===== src/rtl/run_ctrl_pkg.sv =====
`default_nettype none
// ============================================================================
// Module      : run_ctrl_pkg
// Description : Shared state encoding, host command codes and default HALT
//               word for the pipeline run controller.
// Revision    : 1.0 - initial release
// ============================================================================
package run_ctrl_pkg;

    localparam logic [2:0] ST_IDLE  = 3'd0;
    localparam logic [2:0] ST_PRIME = 3'd1;
    localparam logic [2:0] ST_RUN   = 3'd2;
    localparam logic [2:0] ST_STEP  = 3'd3;
    localparam logic [2:0] ST_DRAIN = 3'd4;

    localparam logic [1:0] CMD_LOAD = 2'b00;
    localparam logic [1:0] CMD_RUN  = 2'b01;
    localparam logic [1:0] CMD_STEP = 2'b10;
    localparam logic [1:0] CMD_HALT = 2'b11;

    localparam logic [31:0] HALT_WORD_DEFAULT = 32'hFFFF_FFFF;

    // States in which the datapath clock enable is asserted
    function automatic logic state_enables_dp(input logic [2:0] st);
        return (st == ST_RUN) || (st == ST_STEP) || (st == ST_DRAIN);
    endfunction

endpackage
`default_nettype wire


===== src/rtl/run_ctrl_watchdog.sv =====
`default_nettype none
// ============================================================================
// Module      : run_ctrl_watchdog
// Description : Counts consecutive RUN cycles and flags the cycle on which
//               the LIMIT-th one occurs.
// Revision    : 1.0 - initial release
// ============================================================================
module run_ctrl_watchdog #(
    parameter int unsigned LIMIT = 1024
) (
    input  logic clk,
    input  logic rst,
    input  logic i_run,
    output logic o_expire
);

    localparam int unsigned CNT_W = $clog2(LIMIT + 1);
    localparam logic [CNT_W-1:0] c_LAST = CNT_W'(LIMIT - 1);
    localparam logic [CNT_W-1:0] c_ONE  = CNT_W'(1);

    logic [CNT_W-1:0] r_cnt;

    always_ff @(posedge clk) begin
        if (rst || !i_run) begin
            r_cnt <= '0;
        end else begin
            r_cnt <= r_cnt + c_ONE;
        end
    end

    assign o_expire = i_run && (r_cnt == c_LAST);

endmodule
`default_nettype wire


===== src/rtl/pipeline_run_controller.sv =====
`default_nettype none
// ============================================================================
// Module      : pipeline_run_controller
// Description : Loads instruction memory from the host port, then runs or
//               single-steps the 5-stage datapath and drains it on HALT.
//               Optional watchdog abort: define RUN_CTRL_WATCHDOG_EN.
// Revision    : 1.0 - initial release
// ============================================================================
module pipeline_run_controller
    import run_ctrl_pkg::*;
#(
    parameter int unsigned IMEM_ADDR_W  = 8,
    parameter int unsigned DRAIN_CYCLES = 4,
    parameter logic [31:0] HALT_WORD    = HALT_WORD_DEFAULT,
    parameter int unsigned WDT_LIMIT    = 1024
) (
    input  logic                   clock,
    input  logic                   resetGral,
    input  logic                   cmd_valid,
    output logic                   cmd_ready,
    input  logic [1:0]             cmd_op,
    input  logic [31:0]            cmd_data,
    output logic                   imem_we,
    output logic [IMEM_ADDR_W-1:0] imem_addr,
    output logic [31:0]            imem_wdata,
    output logic                   dp_reset,
    output logic                   dp_enable,
    output logic                   dp_flush_if,
    input  logic [IMEM_ADDR_W-1:0] fetch_pc,
    input  logic [31:0]            fetch_instr,
    output logic                   busy,
    output logic                   done,
    output logic                   wdt_err
);

    localparam int unsigned DRN_W = $clog2(DRAIN_CYCLES + 1);
    localparam logic [DRN_W-1:0]       c_DRAIN_LAST = DRN_W'(DRAIN_CYCLES - 1);
    localparam logic [DRN_W-1:0]       c_DRN_ONE    = DRN_W'(1);
    localparam logic [IMEM_ADDR_W-1:0] c_PTR_ONE    = IMEM_ADDR_W'(1);

    logic [2:0]             r_state;
    logic [2:0]             w_state_nxt;
    logic [IMEM_ADDR_W-1:0] r_ptr;
    logic                   r_primed;
    logic                   r_prime_to_step;
    logic [DRN_W-1:0]       r_drain_cnt;
    logic                   r_imem_we;
    logic [IMEM_ADDR_W-1:0] r_imem_addr;
    logic [31:0]            r_imem_wdata;
    logic                   r_dp_reset;
    logic                   r_dp_enable;
    logic                   r_dp_flush_if;
    logic                   r_busy;
    logic                   r_done;
    logic                   w_accept;
    logic                   w_halt_fetch;
    logic                   w_wdt_expire;
    logic                   w_unused_ok;

    // The PC is owned by the datapath; it is observed only through fetch_instr
    assign w_unused_ok  = &{1'b0, fetch_pc};

    assign cmd_ready    = (r_state == ST_IDLE) || (r_state == ST_RUN);
    assign w_accept     = cmd_valid && cmd_ready;
    assign w_halt_fetch = (fetch_instr == HALT_WORD);

`ifdef RUN_CTRL_WATCHDOG_EN
    logic r_wdt_err;

    run_ctrl_watchdog #(
        .LIMIT (WDT_LIMIT)
    ) u_watchdog (
        .clk      (clock),
        .rst      (resetGral),
        .i_run    (r_state == ST_RUN),
        .o_expire (w_wdt_expire)
    );

    always_ff @(posedge clock) begin
        if (resetGral) begin
            r_wdt_err <= 1'b0;
        end else if (w_wdt_expire) begin
            r_wdt_err <= 1'b1;
        end
    end

    assign wdt_err = r_wdt_err;
`else
    assign w_wdt_expire = 1'b0;
    assign wdt_err      = 1'b0;
`endif

    always_comb begin
        w_state_nxt = r_state;
        case (r_state)
            ST_IDLE: begin
                if (w_accept && (cmd_op == CMD_RUN)) begin
                    w_state_nxt = r_primed ? ST_RUN : ST_PRIME;
                end else if (w_accept && (cmd_op == CMD_STEP)) begin
                    w_state_nxt = r_primed ? ST_STEP : ST_PRIME;
                end
            end
            ST_PRIME: w_state_nxt = r_prime_to_step ? ST_STEP : ST_RUN;
            ST_RUN: begin
                // Watchdog abort wins over a simultaneous halt: no drain, no done
                if (w_wdt_expire) begin
                    w_state_nxt = ST_IDLE;
                end else if (w_halt_fetch || (w_accept && (cmd_op == CMD_HALT))) begin
                    w_state_nxt = ST_DRAIN;
                end
            end
            ST_STEP:  w_state_nxt = w_halt_fetch ? ST_DRAIN : ST_IDLE;
            ST_DRAIN: w_state_nxt = (r_drain_cnt == c_DRAIN_LAST) ? ST_IDLE : ST_DRAIN;
            default:  w_state_nxt = ST_IDLE;
        endcase
    end

    always_ff @(posedge clock) begin
        if (resetGral) begin
            r_state         <= ST_IDLE;
            r_ptr           <= '0;
            r_primed        <= 1'b0;
            r_prime_to_step <= 1'b0;
            r_drain_cnt     <= '0;
            r_imem_we       <= 1'b0;
            r_imem_addr     <= '0;
            r_imem_wdata    <= '0;
            r_dp_reset      <= 1'b0;
            r_dp_enable     <= 1'b0;
            r_dp_flush_if   <= 1'b0;
            r_busy          <= 1'b0;
            r_done          <= 1'b0;
        end else begin
            r_state   <= w_state_nxt;
            r_imem_we <= 1'b0;
            if ((r_state == ST_IDLE) && w_accept && (cmd_op == CMD_LOAD)) begin
                r_imem_we    <= 1'b1;
                r_imem_addr  <= r_ptr;
                r_imem_wdata <= cmd_data;
                r_ptr        <= r_ptr + c_PTR_ONE;
                r_primed     <= 1'b0;
            end
            if ((r_state == ST_IDLE) && w_accept) begin
                r_prime_to_step <= (cmd_op == CMD_STEP);
            end
            if (r_state == ST_PRIME) begin
                r_primed <= 1'b1;
                r_ptr    <= '0;
            end
            r_drain_cnt <= (r_state == ST_DRAIN) ? (r_drain_cnt + c_DRN_ONE) : '0;

            // Outputs follow the state being entered, giving one-cycle latency
            r_dp_reset    <= (w_state_nxt == ST_PRIME);
            r_dp_enable   <= state_enables_dp(w_state_nxt);
            r_dp_flush_if <= (w_state_nxt == ST_DRAIN);
            r_busy        <= (w_state_nxt != ST_IDLE);
            r_done        <= (w_state_nxt == ST_IDLE) &&
                             ((r_state == ST_STEP) || (r_state == ST_DRAIN));
        end
    end

    assign imem_we     = r_imem_we;
    assign imem_addr   = r_imem_addr;
    assign imem_wdata  = r_imem_wdata;
    assign dp_reset    = r_dp_reset;
    assign dp_enable   = r_dp_enable;
    assign dp_flush_if = r_dp_flush_if;
    assign busy        = r_busy;
    assign done        = r_done;

endmodule
`default_nettype wire


===== config.mk =====
export PLATFORM = sky130hd
export DESIGN_NAME = pipeline_run_controller
export DESIGN_NICKNAME = d
export VERILOG_FILES = /design/src/rtl/run_ctrl_pkg.sv /design/src/rtl/run_ctrl_watchdog.sv /design/src/rtl/pipeline_run_controller.sv
export SDC_FILE = /design/constraint.sdc
export NUM_CORES = 1
export LEC_CHECK = 0
export CAP_MARGIN = 20
export CORE_MARGIN = 8
export CORE_UTILIZATION = 39
export CTS_CLUSTER_SIZE = 20
export DETAILED_ROUTE_END_ITERATION = 8
export GPL_TIMING_DRIVEN = 0
export MAX_ROUTING_LAYER = met4
export PLACE_DENSITY = 0.91
export SLEW_MARGIN = 5
export SYNTH_ARGS = -nofsm -noshare
export SYNTH_HDL_FRONTEND = slang
export SYNTH_HIERARCHICAL = 1
export SYNTH_SLANG_ARGS = --single-unit
export TNS_END_PERCENT = 1

===== constraint.sdc =====
create_clock -name clock -period 2.8 [get_ports clock]
set_input_delay 0.56 -clock clock [delete_from_list [all_inputs] [get_ports clock]]
set_output_delay 0.56 -clock clock [all_outputs]
set_load 0.02 [all_outputs]

==> results.txt <==
Leak Pwr: 1.31 nW
status: finished, final reports clean
adder-cell area share of the yosys netlist: 1.60%
Critical Path Start Type: input pin
setup bufs post-CTS: 0
worst hold slack: 435 ps
CP bufs+invs: 3
Max Root-Sink Buffers: 2
syn nets: 365
Distinct cells, synth: 35
Netlist Area Pre-Place: 2350 µm²
worst-case reg-to-reg path depth: 7
Pint: 1.42 mW
area share of the largest cell type after synthesis: 52.8%
die area: 8760 µm²
area grow syn2layout: 58.8%
cell taking the most area after synthesis: dfxtp_1
min-delay src: r_drain_cnt[0]
register area share after synthesis: 52.8%
largest net degree at the start of global routing: 11
CP peak stage delay: 550 ps
Routed Antenna Nets: 0
power density over the cells: 500 nW/µm²
Clock power frac: 36.1%
Synth Area in XOR/XNOR: 2.61%
total grt overflow: 0
Post-synth EDFFs: 0
Worst-path clk slew: 60 ps
initial antenna violation count: 0
H-tree depth: 3
overall die height: 93.6 µm
count leader, synth: nand2_1
vias per cell: 4.88
max-slew violations: 0
setup slack, reg-to-reg: 560 ps
wire per inst: 14.5 µm
HP Class: flip-flop to flip-flop
period utilisation layout: 90.3%
skew final: 3.95 ps
I/O Pins: 125
Net Switching: 442 µW
sw frac: 23.7%
placed cells: 472
cells along the critical path: clkdlybuf4s50_1, or4b_4, or3_1, clkbuf_1, clkbuf_1, a22oi_1, nor2_1
ys flop type: dfxtp_1
final hold vios: 0
DRT Pass-1 Iters: 4
Comb pwr share: 14.4%
Slowest-stage cell, CP: clkdlybuf4s50_1
vias in the first global route: 2,437
CP Capture Type: flip-flop
Worst Path Required: 3000 ps
Slew Limit Headroom: 61.7%
CP most frequent cell: clkbuf_1
CTS Hold Buffers Added: 0
setup ws final: 272 ps
Detailed Place HPWL: 5500 µm
Setup TNS Final: 0 ps
Final #Nets: 488
CTS tree: done
Reg power frac: 49.5%
kind of critical path: input pin to flip-flop
final core area utilization: 63.4%
maximum VDD drop: 0.000389 V
GR Util All Layers: 16.5%
worst skew pair latency: 320 ps
Arrival @ worst endpoint: 2730 ps
top cells by count, synth: 85 x nand2_1, 62 x dfxtp_1, 44 x a21oi_1, 19 x nor2_1, 17 x clkbuf_1
CP delay by family, top: buffers and inverters
Hold Path End: r_drain_cnt[0]
max_cap viols: 0
Final min period: 2530 ps
GPL Wtd Cong: 0.853
flops & latches, synth: 62
final setup fails: 0
layout cells sized above 1: 4.85%
cts bufs inserted: 9
fin cells: 487
mean post-synth cell area: 8.24 µm²
FF+latch area: 1240 µm²
Max FO, Critical Path: 10
first-pass GRT wire length: 11,200 µm
# clock sinks: 62
mux contribution to synthesized area: 0.905%
ys async rst share: 0%
Inserted Diodes: 0
die span in x: 93.6 µm
fillers: 506
combinational family with the most area after synthesis: simple AND/OR/NAND/NOR gates
post-synthesis simple-gate area fraction: 25.9%
Multi-input gate area: 1020 µm²
Max Freq: 396 MHz
worst r2r src: r_state[0]
Reg-to-Reg End: r_primed
DR vias: 2,377
Syn. warnings: 6
Hold Crit Depth: 1
PortBufs: 112
Root Driver: clkbuf_8
DRC: 0
slew at the pin closest to its max-slew limit: 569 ps
Routed WL: 7050 µm
Synth Instances: 285
top cells by area, synth: dfxtp_1 53%, nand2_1 14%, a21oi_1 9.4%
post-cts gate resize count: 0
total core area: 5890 µm²
Synth Area in Compound Gates: 12.4%
Rows: 28
starting density of the core: 39.9%
Starting DRT DRC Count: 71
RSZ-0062 raised after global routing: false
Setup Slack @ Placement: -62.7 ps
-- registers in the layout, indices dropped and copies added, names as in the netlist, 3 cells and up --
| register | count |
|---|---|
| imem_wdata | 32 |
| imem_addr | 8 |
| r_ptr | 8 |
| r_drain_cnt | 3 |
| r_state | 3 |
-- power by group through the flow --
stage,clock [mW],sequential (mW),combinational (mW)
floorplan,0,0.967,0.0842
CTS,0.694,0.922,0.271
global route,0.735,0.925,0.290
detailed placement,0,0.942,0.270
global placement,0,0.940,0.266
finish,0.674,0.922,0.268
-- how the worst max path moves through the flow --
stage	startpoint	endpoint	depth (start not counted)
2_1_floorplan	cmd_valid	r_ptr[7]	5
3_3_place_gp	cmd_valid	r_primed	7
5_1_grt	cmd_valid	r_primed	7
4_1_cts	cmd_valid	r_primed	7
3_5_place_dp	cmd_valid	r_primed	7
6_report	cmd_valid	r_primed	7
-- worst reg2reg max path, cell delays in order (launching register included) --
cell,delay [ps]
dfxtp_1,290
buf_2,170
or4b_4,560
or3_1,320
clkbuf_1,240
clkbuf_1,290
a22oi_1,190
nor2_1,60
-- through the flow --
stage	instance area (µm²)	total power, mW
final	3730	1.86
after global routing	3730	1.95
after CTS	3730	1.89
after detailed placement	3560	1.21
after global placement	3560	1.21
after floorplan	2350	1.05
-- layout by cell type, fill, tap and decap left out, drive strengths merged --
master	instances
mux2	1
o21ai	1
clkbuf	31
nor2b	2
clkinv	1
nand3b	1
nand4	11
nand3	3
buf	2
nor3b	2
nor2	19
nor3	3
or4b	2
ha	3
a21oi	44
xnor2	2
a21boi	1
nor4	3
o311ai	1
nand2	85
and3	2
a22oi	1
inv	2
xor2	5
a21o	1
a41oi	1
or3	2
clkdlybuf4s50	112
conb	1
mux2i	1
dfxtp	62
and2	1
o21ba	2
a31oi	1
-- final cells by class --
class	count	area share, %
plain buffers	19	2.04
well taps	75	2.51
flip-flops and latches	62	33.3
repair buffers	112	30.0
clock buffers	14	4.36
inverters	2	0.201
clock inverters	1	0.134
multi-input cells	202	27.5
-- logic make-up after synthesis --
| kind of cell | Yosys count |
|---|---|
| compound gates | 53 |
| buf+inv | 21 |
| flops | 62 |
| simple gates | 136 |
| other cells | 1 |
| xor+xnor | 7 |
| fa+ha+maj | 3 |
| mux | 2 |
-- layer usage --
metal,vias up,global-route usage (%),share of wire (%)
li1,1197,-,-
met5,-,-,0
met2,89,27.4,49
met3,8,6.01,8.7
met1,1083,17.3,42
met4,0,7.40,1.0
No activity file was read; power rests on OpenSTA's default activity.
